==> src/rtl/bus_pkg.sv <==
// Shared constants, state encoding and helpers for the node-bus arbiter.
// Imported by bus_arbiter and rr_arbiter.
package bus_pkg;

    localparam int unsigned N          = 16;
    localparam int unsigned ADDR_W     = 4;
    localparam int unsigned DATA_W     = 64;
    localparam int unsigned CRC_W      = 4;
    localparam int unsigned FRAME_BITS = 1 + 2 * ADDR_W + DATA_W + CRC_W;

    // One counter covers every field, so it is sized for the widest one.
    localparam int unsigned CNT_W  = $clog2(DATA_W);
    localparam int unsigned AIDX_W = $clog2(ADDR_W);
    localparam int unsigned CIDX_W = $clog2(CRC_W);

    localparam logic BUS_IDLE  = 1'b1;
    localparam logic START_BIT = 1'b0;

    typedef enum logic [2:0] {
        StIdle,
        StLoad,
        StStart,
        StSrc,
        StDst,
        StData,
        StCrc,
        StGap
    } state_e;

    function automatic logic [N-1:0] idx_to_onehot(input logic [ADDR_W-1:0] idx);
        return N'(1) << idx;
    endfunction

endpackage

==> src/rtl/rr_arbiter.sv <==
// Combinational round-robin pick: first set request above rr_last_i, wrapping modulo N.
// rr_last_i itself is examined last, so the most recently served node ranks lowest.
module rr_arbiter
    import bus_pkg::*;
(
    input  logic [N-1:0]      req_i,
    input  logic [ADDR_W-1:0] rr_last_i,
    output logic              valid_o,
    output logic [N-1:0]      grant_o,
    output logic [ADDR_W-1:0] idx_o
);

    logic              found;
    logic [ADDR_W-1:0] win;
    logic [ADDR_W-1:0] cand;

    always_comb begin
        found = 1'b0;
        win   = '0;
        cand  = '0;
        // N is a power of two, so the ADDR_W-bit add wraps modulo N for free.
        for (int unsigned i = 1; i <= N; i++) begin
            cand = rr_last_i + ADDR_W'(i);
            if (!found && req_i[cand]) begin
                found = 1'b1;
                win   = cand;
            end
        end
    end

    assign valid_o = found;
    assign idx_o   = win;
    assign grant_o = found ? idx_to_onehot(win) : '0;

endmodule

==> src/rtl/bus_arbiter.sv <==
// Round-robin arbiter and frame serialiser for the shared single-wire node bus.
// Frame: start bit, sender index, destination, payload, CRC -- all MSB first.
module bus_arbiter
    import bus_pkg::*;
(
    input  logic              clock,
    input  logic              reset,
    input  logic [N-1:0]      req,
    input  logic [ADDR_W-1:0] frm_dst,
    input  logic [DATA_W-1:0] frm_data,
    input  logic [CRC_W-1:0]  frm_crc,
    output logic [N-1:0]      grant,
    output logic [ADDR_W-1:0] grant_idx,
    output logic [N-1:0]      ack,
    output logic              bus_tx,
    output logic              busy
);

    state_e            state_q, state_d;
    logic [CNT_W-1:0]  cnt_q, cnt_d;
    logic [ADDR_W-1:0] rr_last_q, rr_last_d;
    logic [N-1:0]      grant_q, grant_d;
    logic [ADDR_W-1:0] grant_idx_q, grant_idx_d;
    logic [N-1:0]      ack_q, ack_d;
    logic              bus_tx_q, bus_tx_d;
    logic [ADDR_W-1:0] dst_q, dst_d;
    logic [DATA_W-1:0] data_q, data_d;
    logic [CRC_W-1:0]  crc_q, crc_d;

    logic              win_valid;
    logic [N-1:0]      win_grant;
    logic [ADDR_W-1:0] win_idx;

    rr_arbiter u_rr_arbiter (
        .req_i     (req),
        .rr_last_i (rr_last_q),
        .valid_o   (win_valid),
        .grant_o   (win_grant),
        .idx_o     (win_idx)
    );

    always_comb begin
        state_d     = state_q;
        cnt_d       = cnt_q;
        rr_last_d   = rr_last_q;
        grant_d     = grant_q;
        grant_idx_d = grant_idx_q;
        ack_d       = '0;
        dst_d       = dst_q;
        data_d      = data_q;
        crc_d       = crc_q;

        unique case (state_q)
            StIdle: begin
                if (win_valid) begin
                    state_d     = StLoad;
                    grant_d     = win_grant;
                    grant_idx_d = win_idx;
                    rr_last_d   = win_idx;
                end
            end
            StLoad: begin
                dst_d   = frm_dst;
                data_d  = frm_data;
                crc_d   = frm_crc;
                state_d = StStart;
            end
            StStart: begin
                state_d = StSrc;
                cnt_d   = CNT_W'(ADDR_W - 1);
            end
            StSrc: begin
                if (cnt_q == '0) begin
                    state_d = StDst;
                    cnt_d   = CNT_W'(ADDR_W - 1);
                end else begin
                    cnt_d = cnt_q - CNT_W'(1);
                end
            end
            StDst: begin
                if (cnt_q == '0) begin
                    state_d = StData;
                    cnt_d   = CNT_W'(DATA_W - 1);
                end else begin
                    cnt_d = cnt_q - CNT_W'(1);
                end
            end
            StData: begin
                if (cnt_q == '0) begin
                    state_d = StCrc;
                    cnt_d   = CNT_W'(CRC_W - 1);
                end else begin
                    cnt_d = cnt_q - CNT_W'(1);
                end
            end
            StCrc: begin
                if (cnt_q == '0) begin
                    // Grant drops as ack rises so the two never overlap for a node.
                    state_d = StGap;
                    ack_d   = idx_to_onehot(grant_idx_q);
                    grant_d = '0;
                end else begin
                    cnt_d = cnt_q - CNT_W'(1);
                end
            end
            StGap: begin
                state_d = StIdle;
            end
            default: begin
                state_d = StIdle;
            end
        endcase
    end

    // bus_tx is registered: it is computed from the state being entered.
    always_comb begin
        bus_tx_d = BUS_IDLE;
        unique case (state_d)
            StStart: bus_tx_d = START_BIT;
            StSrc:   bus_tx_d = grant_idx_q[cnt_d[AIDX_W-1:0]];
            StDst:   bus_tx_d = dst_q[cnt_d[AIDX_W-1:0]];
            StData:  bus_tx_d = data_q[cnt_d];
            StCrc:   bus_tx_d = crc_q[cnt_d[CIDX_W-1:0]];
            default: bus_tx_d = BUS_IDLE;
        endcase
    end

    always_ff @(posedge clock) begin
        if (reset) begin
            state_q     <= StIdle;
            cnt_q       <= '0;
            rr_last_q   <= ADDR_W'(N - 1);
            grant_q     <= '0;
            grant_idx_q <= '0;
            ack_q       <= '0;
            bus_tx_q    <= BUS_IDLE;
            dst_q       <= '0;
            data_q      <= '0;
            crc_q       <= '0;
        end else begin
            state_q     <= state_d;
            cnt_q       <= cnt_d;
            rr_last_q   <= rr_last_d;
            grant_q     <= grant_d;
            grant_idx_q <= grant_idx_d;
            ack_q       <= ack_d;
            bus_tx_q    <= bus_tx_d;
            dst_q       <= dst_d;
            data_q      <= data_d;
            crc_q       <= crc_d;
        end
    end

    assign grant     = grant_q;
    assign grant_idx = grant_idx_q;
    assign ack       = ack_q;
    assign bus_tx    = bus_tx_q;
    assign busy      = (state_q != StIdle);

    a_grant_onehot0: assert property (@(posedge clock) disable iff (reset) $onehot0(grant_q));
    a_ack_onehot0:   assert property (@(posedge clock) disable iff (reset) $onehot0(ack_q));
    a_no_overlap:    assert property (@(posedge clock) disable iff (reset)
                                      (ack_q & grant_q) == '0);

endmodule

==> config.mk <==
export PLATFORM = sky130hd
export DESIGN_NAME = bus_arbiter
export DESIGN_NICKNAME = d
export VERILOG_FILES = /design/src/rtl/bus_pkg.sv /design/src/rtl/rr_arbiter.sv /design/src/rtl/bus_arbiter.sv
export SDC_FILE = /design/constraint.sdc
export NUM_CORES = 1
export LEC_CHECK = 0
export ABC_AREA = 1
export CORE_ASPECT_RATIO = 1.1
export CORE_MARGIN = 2
export CORE_UTILIZATION = 48
export DETAILED_ROUTE_END_ITERATION = 7
export MAX_ROUTING_LAYER = met4
export PLACE_DENSITY = 0.81
export SYNTH_ARGS = -nofsm -noshare
export SYNTH_HDL_FRONTEND = slang
export SYNTH_SLANG_ARGS = --single-unit
==> constraint.sdc <==
create_clock -name clock -period 3.3 [get_ports clock]
set_input_delay 0.99 -clock clock [delete_from_list [all_inputs] [get_ports clock]]
set_output_delay 0.99 -clock clock [all_outputs]
set_load 0.1 [all_outputs]
== After elaboration in Yosys (flattened, before gate mapping) ==
Cells that the tools add are included.

* Logic and storage cells: 186
* Input bits: 90
* Register bits: 122
* Output and inout port bits: 38

* Order comparisons: 18
* Shift operators: 2
* Reduce and logical (&&, ||, !) cells: 38
* Eq/ne operators: 14
* Bitwise logic cells: 2
* Mux-type cells: 86
* Add/subtract/negate cells: 16

{| class="wikitable"
|+ Operator list
! operator !! count
|-
| 4-bit by 5-bit < comparator with 1-bit output (second input constant) || 16
|-
| 1-bit binary-select mux with 4-bit select || 16
|-
| 4-bit 2-to-1 mux || 16
|-
| 1-bit 2-to-1 mux || 36
|-
| 4-bit adder (second input constant) || 8
|-
| 16-bit 2-to-1 mux || 2
|-
| 16-bit one-hot mux with 2 select lines || 1
|-
| 1-bit by 4-bit << shifter with 16-bit output (first input constant) || 2
|-
| 3-bit one-hot mux with 8 select lines || 1
|-
| 6-bit one-hot mux with 4 select lines || 1
|-
| 3-bit == test (second input constant) || 7
|-
| 6-bit 2-to-1 mux || 3
|-
| 4-bit by 3-bit adder with 4-bit output (second input constant) || 4
|-
| 1-bit logical AND || 15
|-
| 1-bit logical NOT || 15
|-
| 3-bit 2-to-1 mux || 5
|-
| 3-bit by 2-bit == test with 1-bit output (second input constant) || 4
|-
| 4-bit by 2-bit adder with 4-bit output (second input constant) || 2
|-
| 6-bit by 7-bit < comparator with 1-bit output (second input constant) || 1
|-
| 1-bit binary-select mux with 2-bit select || 3
|-
| 1-bit binary-select mux with 6-bit select || 1
|-
| 6-bit logical NOT || 1
|-
| 6-bit by 1-bit subtractor with 6-bit output (second input constant) || 1
|-
| 1-bit one-hot mux with 5 select lines || 1
|-
| 13 further kinds || 14
|}

== Longest topological paths before layout ==
* Word-level depth: 53
* Mapped depth: 26

== Hierarchy ==
From an unflattened synthesis, not the netlist that was laid out.

* Cells, all modules: 1154
* Area total of the unflattened synthesis: 7380.8 um^2

{| class="wikitable"
|+ By module, submodules not included
! module !! times used !! area an instance (um^2) !! seq. area each (um^2) !! cells each
|-
| bus_arbiter || 1 || 5302.6 || 2442.3 || 762
|-
| rr_arbiter || 1 || 2078.2 || 0.0 || 392
|}

== Worst setup path before layout ==
OpenSTA, ideal clock, no wires.

* Path kind: register -> register
* From: register rr_last_q[1]
* To: register grant_q[7], in the netlist grant[7]
* Period minus slack after synthesis: 3.453 ns
* Required time: 3.231 ns
* Path buffers: 3
* Setup time: 0.069 ns
* Slack: -0.153 ns
* Stages on the path, launching flop included: 25
* Arrival: 3.384 ns
* Cell sequence: dfxtp_1 -> inv_1 -> buf_2 -> ha_1 -> inv_1 -> buf_2 -> nand3_1 -> nand3_1 -> nand2_2 -> nand2_2 -> nand2_4 -> nor2_8 -> nand4_4 -> nor2_4 -> nand4_4 -> nor2_4 -> nand4_4 -> nor2_8 -> nand3_4 -> nand2_8 -> inv_6 -> nor2_8 -> buf_12 -> nand2_1 -> a21oi_2

* Word-level cells in the longest chain between the ends: 52

{| class="wikitable"
|+ Ends and longest elaborated chain
! element !! RTL line !! source
|-
| start: declaration || bus_arbiter.sv:21 || <nowiki>logic [ADDR_W-1:0] rr_last_q, rr_last_d;</nowiki>
|-
| start signal: assignment || bus_arbiter.sv:132 || <nowiki>rr_last_q <= ADDR_W'(N - 1);</nowiki>
|-
| start signal: assignment || bus_arbiter.sv:143 || <nowiki>rr_last_q <= rr_last_d;</nowiki>
|-
| 4-bit by 1-bit adder with 4-bit output || rr_arbiter.sv:23 || <nowiki>cand = rr_last_i + ADDR_W'(i);</nowiki>
|-
| 1-bit binary-select mux with 4-bit select || rr_arbiter.sv:24 || <nowiki>if (!found && req_i[cand]) begin</nowiki>
|-
| 1-bit 2-to-1 mux (not written as such) || rr_arbiter.sv:24 ||
|-
| 1-bit 2-to-1 mux || rr_arbiter.sv:24 ||
|-
| 1-bit logical NOT || rr_arbiter.sv:24 ||
|-
| 1-bit logical AND || rr_arbiter.sv:24 ||
|-
| 1-bit 2-to-1 mux || rr_arbiter.sv:24 ||
|-
| 1-bit logical NOT || rr_arbiter.sv:24 ||
|-
| [36 not listed] || -- ||
|-
| 1-bit logical AND || rr_arbiter.sv:24 ||
|-
| 1-bit 2-to-1 mux || rr_arbiter.sv:24 ||
|-
| 1-bit logical NOT || rr_arbiter.sv:24 ||
|-
| 1-bit logical AND || rr_arbiter.sv:24 ||
|-
| 4-bit 2-to-1 mux || rr_arbiter.sv:24 ||
|-
| 1-bit by 4-bit << shifter with 16-bit output || bus_pkg.sv:31 || <nowiki>return N'(1) << idx;</nowiki>
|-
| 16-bit 2-to-1 mux || bus_arbiter.sv:55 || <nowiki>if (win_valid) begin</nowiki>
|-
| 16-bit one-hot mux with 2 select lines || bus_arbiter.sv:53 || <nowiki>unique case (state_q)</nowiki>
|-
| end signal: assignment || bus_arbiter.sv:144 || <nowiki>grant_q <= grant_d;</nowiki>
|-
| end: declaration || bus_arbiter.sv:22 || <nowiki>logic [N-1:0] grant_q, grant_d;</nowiki>
|}

Several ways; a longest one is shown, not always the timed one. The select of a mux whose other input is x is not followed.
A chain may end at the register's enable or synchronous reset.

== Worst setup path in the final report ==
* From: register rr_last_q[1]
* To: register grant_idx_q[3], in the netlist grant_idx[3]

* Word-level cells in the longest chain between the ends: 50

{| class="wikitable"
|+ Ends and longest elaborated chain
! element !! RTL line !! source
|-
| 4-bit by 1-bit adder with 4-bit output || rr_arbiter.sv:23 ||
|-
| 1-bit binary-select mux with 4-bit select || rr_arbiter.sv:24 ||
|-
| 1-bit 2-to-1 mux (not written as such) || rr_arbiter.sv:24 ||
|-
| 1-bit 2-to-1 mux || rr_arbiter.sv:24 ||
|-
| 1-bit logical NOT || rr_arbiter.sv:24 ||
|-
| 1-bit logical AND || rr_arbiter.sv:24 ||
|-
| 1-bit 2-to-1 mux || rr_arbiter.sv:24 ||
|-
| 1-bit logical NOT || rr_arbiter.sv:24 ||
|-
| [34 not listed] || -- ||
|-
| 1-bit 2-to-1 mux || rr_arbiter.sv:24 ||
|-
| 1-bit logical NOT || rr_arbiter.sv:24 ||
|-
| 1-bit logical AND || rr_arbiter.sv:24 ||
|-
| 1-bit 2-to-1 mux || rr_arbiter.sv:24 ||
|-
| 1-bit logical NOT || rr_arbiter.sv:24 ||
|-
| 1-bit logical AND || rr_arbiter.sv:24 ||
|-
| 1-bit 2-to-1 mux || rr_arbiter.sv:24 ||
|-
| 2-bit AND reduction (no source line) || -- ||
|-
| end signal: assignment || bus_arbiter.sv:145 || <nowiki>grant_idx_q <= grant_idx_d;</nowiki>
|-
| end: declaration || bus_arbiter.sv:23 || <nowiki>logic [ADDR_W-1:0] grant_idx_q, grant_idx_d;</nowiki>
|}

Several ways; a longest one is shown, not always the timed one. The select of a mux whose other input is x is not followed.

==> impl_results.md <==
* Status: finished, final reports clean
* First DRT Iteration DRCs at roughly 720
* Via-to-Cell Ratio at 5.45
* EDFF count, synth at 0
* Synth Flop Type: dfxtp_1
* Largest net degree at the start of global routing at 97
* Synth warn at 0
* Clk_skew at 0.00641 ns
* Vias at 8131
* First-pass GRT wire length at around 34 mm
* Placed cell areas at 8930 sq um
* Num ports at 128
* FF+latch area at 2450 sq um
* Synth cell types at 45
* CTS sink cnt at 122
* Tcrit/Tclk final at 0.995
* Antenna Violating Nets Remaining at 0
* R2R Setup Slk at 0.02 ns
* Most used cell, CP: buf_4
* Post-route minimum period at 3.28 ns
* First-pass DRT Iterations at 5
* Vias in the first global route at 7266
* Port bufs at 127
* Num CTS Buffers at 17
* Worst Setup Start Kind: flip-flop
* Crit path DAT at 3.61 ns
* Total Nets Final at 1387
* Slowest stage delay, CP at 0.33 ns
* Max-cap viol count at 0
* TritonCTS clock tree: built
* Slowest stage cell, crit path: dfxtp_2
* Final Cell Area at 10300 sq um
* Tot GR Track Use at 0.270
* Chip width at 120 microns
* WL final at between 20 and 25 mm
* Initial antenna violation count at 0
* DIE HEIGHT at 132 microns
* Req. time, crit path at 3.62 ns
* Setup CP Type: flip-flop to flip-flop
* Root Driver: clkbuf_16
* Worst-Margin Slew at between 0.8 and 0.9 ns
* GRT overflow at 0
* Post-CTS Hold Fix Bufs at 0
* HP Class: flip-flop to flip-flop
* RSZ-0062 raised after global routing: yes
* Area leader, netlist: dfxtp_1
* Slew HR at 0.434
* Layout cell share with drive strength beyond 1 at 0.271
* Max Clock Freq at a little over 0.3 GHz
* Syn Nets at approximately 1200
* Row cnt at 46
* Top cells by area, synth: dfxtp_1 (34%), nand3_1 (10%), nand2_1 (10%)
* P&R area growth vs syn at 44.5%
* Setup TNS at 0 ns
* Final Hold Viols at 0
* Critical path capture point type: flip-flop
* Mean post-synth cell area at 6.62 sq um
* Final Instance Count excl. Fillers at 1491
* Die area at 15900 sq um
* Final setup vio count at 0
* Clock-pin slew on the worst setup and hold paths at 0.05 ns
* Share of the synthesized area in the top cell type at 0.342
* Setup ws final at 0.0178 ns
* Number of synthesized register bits at roughly 120
* Initial Util at 0.492
* DP HPWL at 14.6 mm
* Number of fillers in the final layout at 1177
* Clock Latency Late Sink at between 0.4 and 0.5 ns
* CP cell instances: buf_6 > buf_4 > ha_4 > xnor2_1 > buf_4 > inv_2 > nand2_2 > nand2_4 > nor2_8 > nand4_4 > nor2_4 > nand4_4 > nor2_4 > nand4_4 > nor2_8 > nand3_1 > nand4_1 > nor2_4 > buf_4 > buf_4 > a211oi_1
* Diode count at 0
* DRC Markers at 0
* Pins Over Slew Limit at 0
* Pre-CTS WS at -0.694 ns
* Core area at 14500 sq um
* Sequential area share after synthesis at 0.342
* Ys async rst share at 0
* Placed Cells at 1425
* Drt wl/cell at 14.7 microns
* H-Tree Depth at 4
* RePlAce Congestion at 1.01
* Crit path max fanout at 7
* Multi-input gate area at 4570 sq um
* Clock Path Buffers at 2
* Syn Std Cell Area at 7140 sq um
* Cells after synthesis at 1078
[sequential cells by signal (all words and copies together) (netlist names)]
| register | cells |
|---|---|
| dst_q | 4 |
| crc_q | 4 |
| grant | 16 |
| state_q | 3 |
| bus_tx | 1 |
| grant_idx | 4 |
| cnt_q | 6 |
| ack | 16 |
| rr_last_q | 4 |
| data_q | 64 |
[cell families (layout without fill, tap and decap cells)]
group,after synthesis,in the layout,share of synthesized area
AO/OA/AOI/OAI,201,201,0.158
flip-flops,122,122,0.342
buffers and inverters,152,372,0.0901
AND/OR/NAND/NOR,581,582,0.372
XOR/XNOR,11,11,0.0177
adder cells (fa/ha/maj),11,11,0.0193
[metal layers]
metal / part of all wire / vias to the layer above / track usage
met4: 0.021 / 0 / 0.0775
met3: 0.079 / 53 / 0.0571
li1: - / 3975 / -
met1: 0.42 / 3726 / 0.346
met5: 0 / - / -
met2: 0.48 / 377 / 0.429
[cells in the final DEF (no fill, tap or decap), types with 4 or more instances in the layout]
master	Yosys	routed
nor2_2	0	5
xor2_2	3	4
ha_1	11	8
nor3_1	5	4
inv_1	94	86
nand2_1	193	155
clkinvlp_4	0	5
nor2_4	2	10
buf_4	3	138
xor2_1	5	4
a21oi_2	11	12
nand3_2	3	24
o21a_1	6	6
clkbuf_8	0	4
clkbuf_16	0	17
nor2_1	182	170
a21oi_1	51	49
clkbuf_2	0	15
dfxtp_1	122	119
nand3_4	1	10
nand3_1	146	116
bufinv_16	0	4
o211ai_1	16	16
buf_6	3	9
nand4_1	16	16
o21ai_0	102	102
o22ai_1	6	6
clkdlybuf4s50_1	0	73
nand2_2	19	50
nand2_4	1	8
inv_2	3	7
[critical path: cells and delay by family, from the launching register on]
kind	cells	cell delay [ns]
AND/OR/NAND/NOR	12	1.63
AO/OA/AOI/OAI	1	0.15
flip-flops	1	0.33
adder cells (fa/ha/maj)	1	0.15
XOR/XNOR	1	0.16
buffers and inverters	6	0.77
[timing repair]
| item | 4_1_cts | 5_1_grt |
|---|---|---|
| cloned | 1 | 0 |
| resized for setup | 71 | 118 |
| setup endpoints to repair | 25 | 25 |
| pin swaps | 36 | 58 |
| buffers inserted | 6 | 28 |
[cell usage after synthesis, drive strengths merged, types with 3 or more instances]
library cell,count
o21a,6
xnor2,3
clkinv,3
inv,99
o21ai,104
a21oi,62
nand3,150
nand4,19
o22ai,6
nor2,187
nand2,214
ha,11
o221ai,3
buf,11
o211ai,16
nand3b,3
nor3,7
dfxtp,122
clkbuf,39
xor2,8
[per-stage QoR]
step | utilization | hold WS [ns]
floorplan | - | 0.424
global placement | 0.616 | 0.434
detailed placement | 0.616 | 0.441
CTS | 0.678 | 0.448
global route | 0.711 | 0.463
finish | 0.711 | 0.449
[worst paths after layout]
path	startpoint	endpoint	depth (start not counted)
setup / recovery	rr_last_q[1]$_SDFFE_PP1P_	grant_idx[3]$_SDFFE_PP0P_	21
setup reg to reg	rr_last_q[1]$_SDFFE_PP1P_	grant_idx[3]$_SDFFE_PP0P_	21
hold / removal	data_q[42]$_SDFFE_PP0P_	data_q[42]$_SDFFE_PP0P_	2
hold reg to reg	data_q[42]$_SDFFE_PP0P_	data_q[42]$_SDFFE_PP0P_	2
[area by class of cell]
class                      count  share of cell area
tap                          192              0.0233
multi-input combinational    805               0.443
clock buffer                  22              0.0470
sequential                   122               0.238
timing repair buffer         238               0.192
clock inverter                10              0.0159
inverter                     102              0.0409
Power is left out: the tool's default activity adds up to more than one toggle a clock period on the data nets, which glitch-free logic cannot reach.
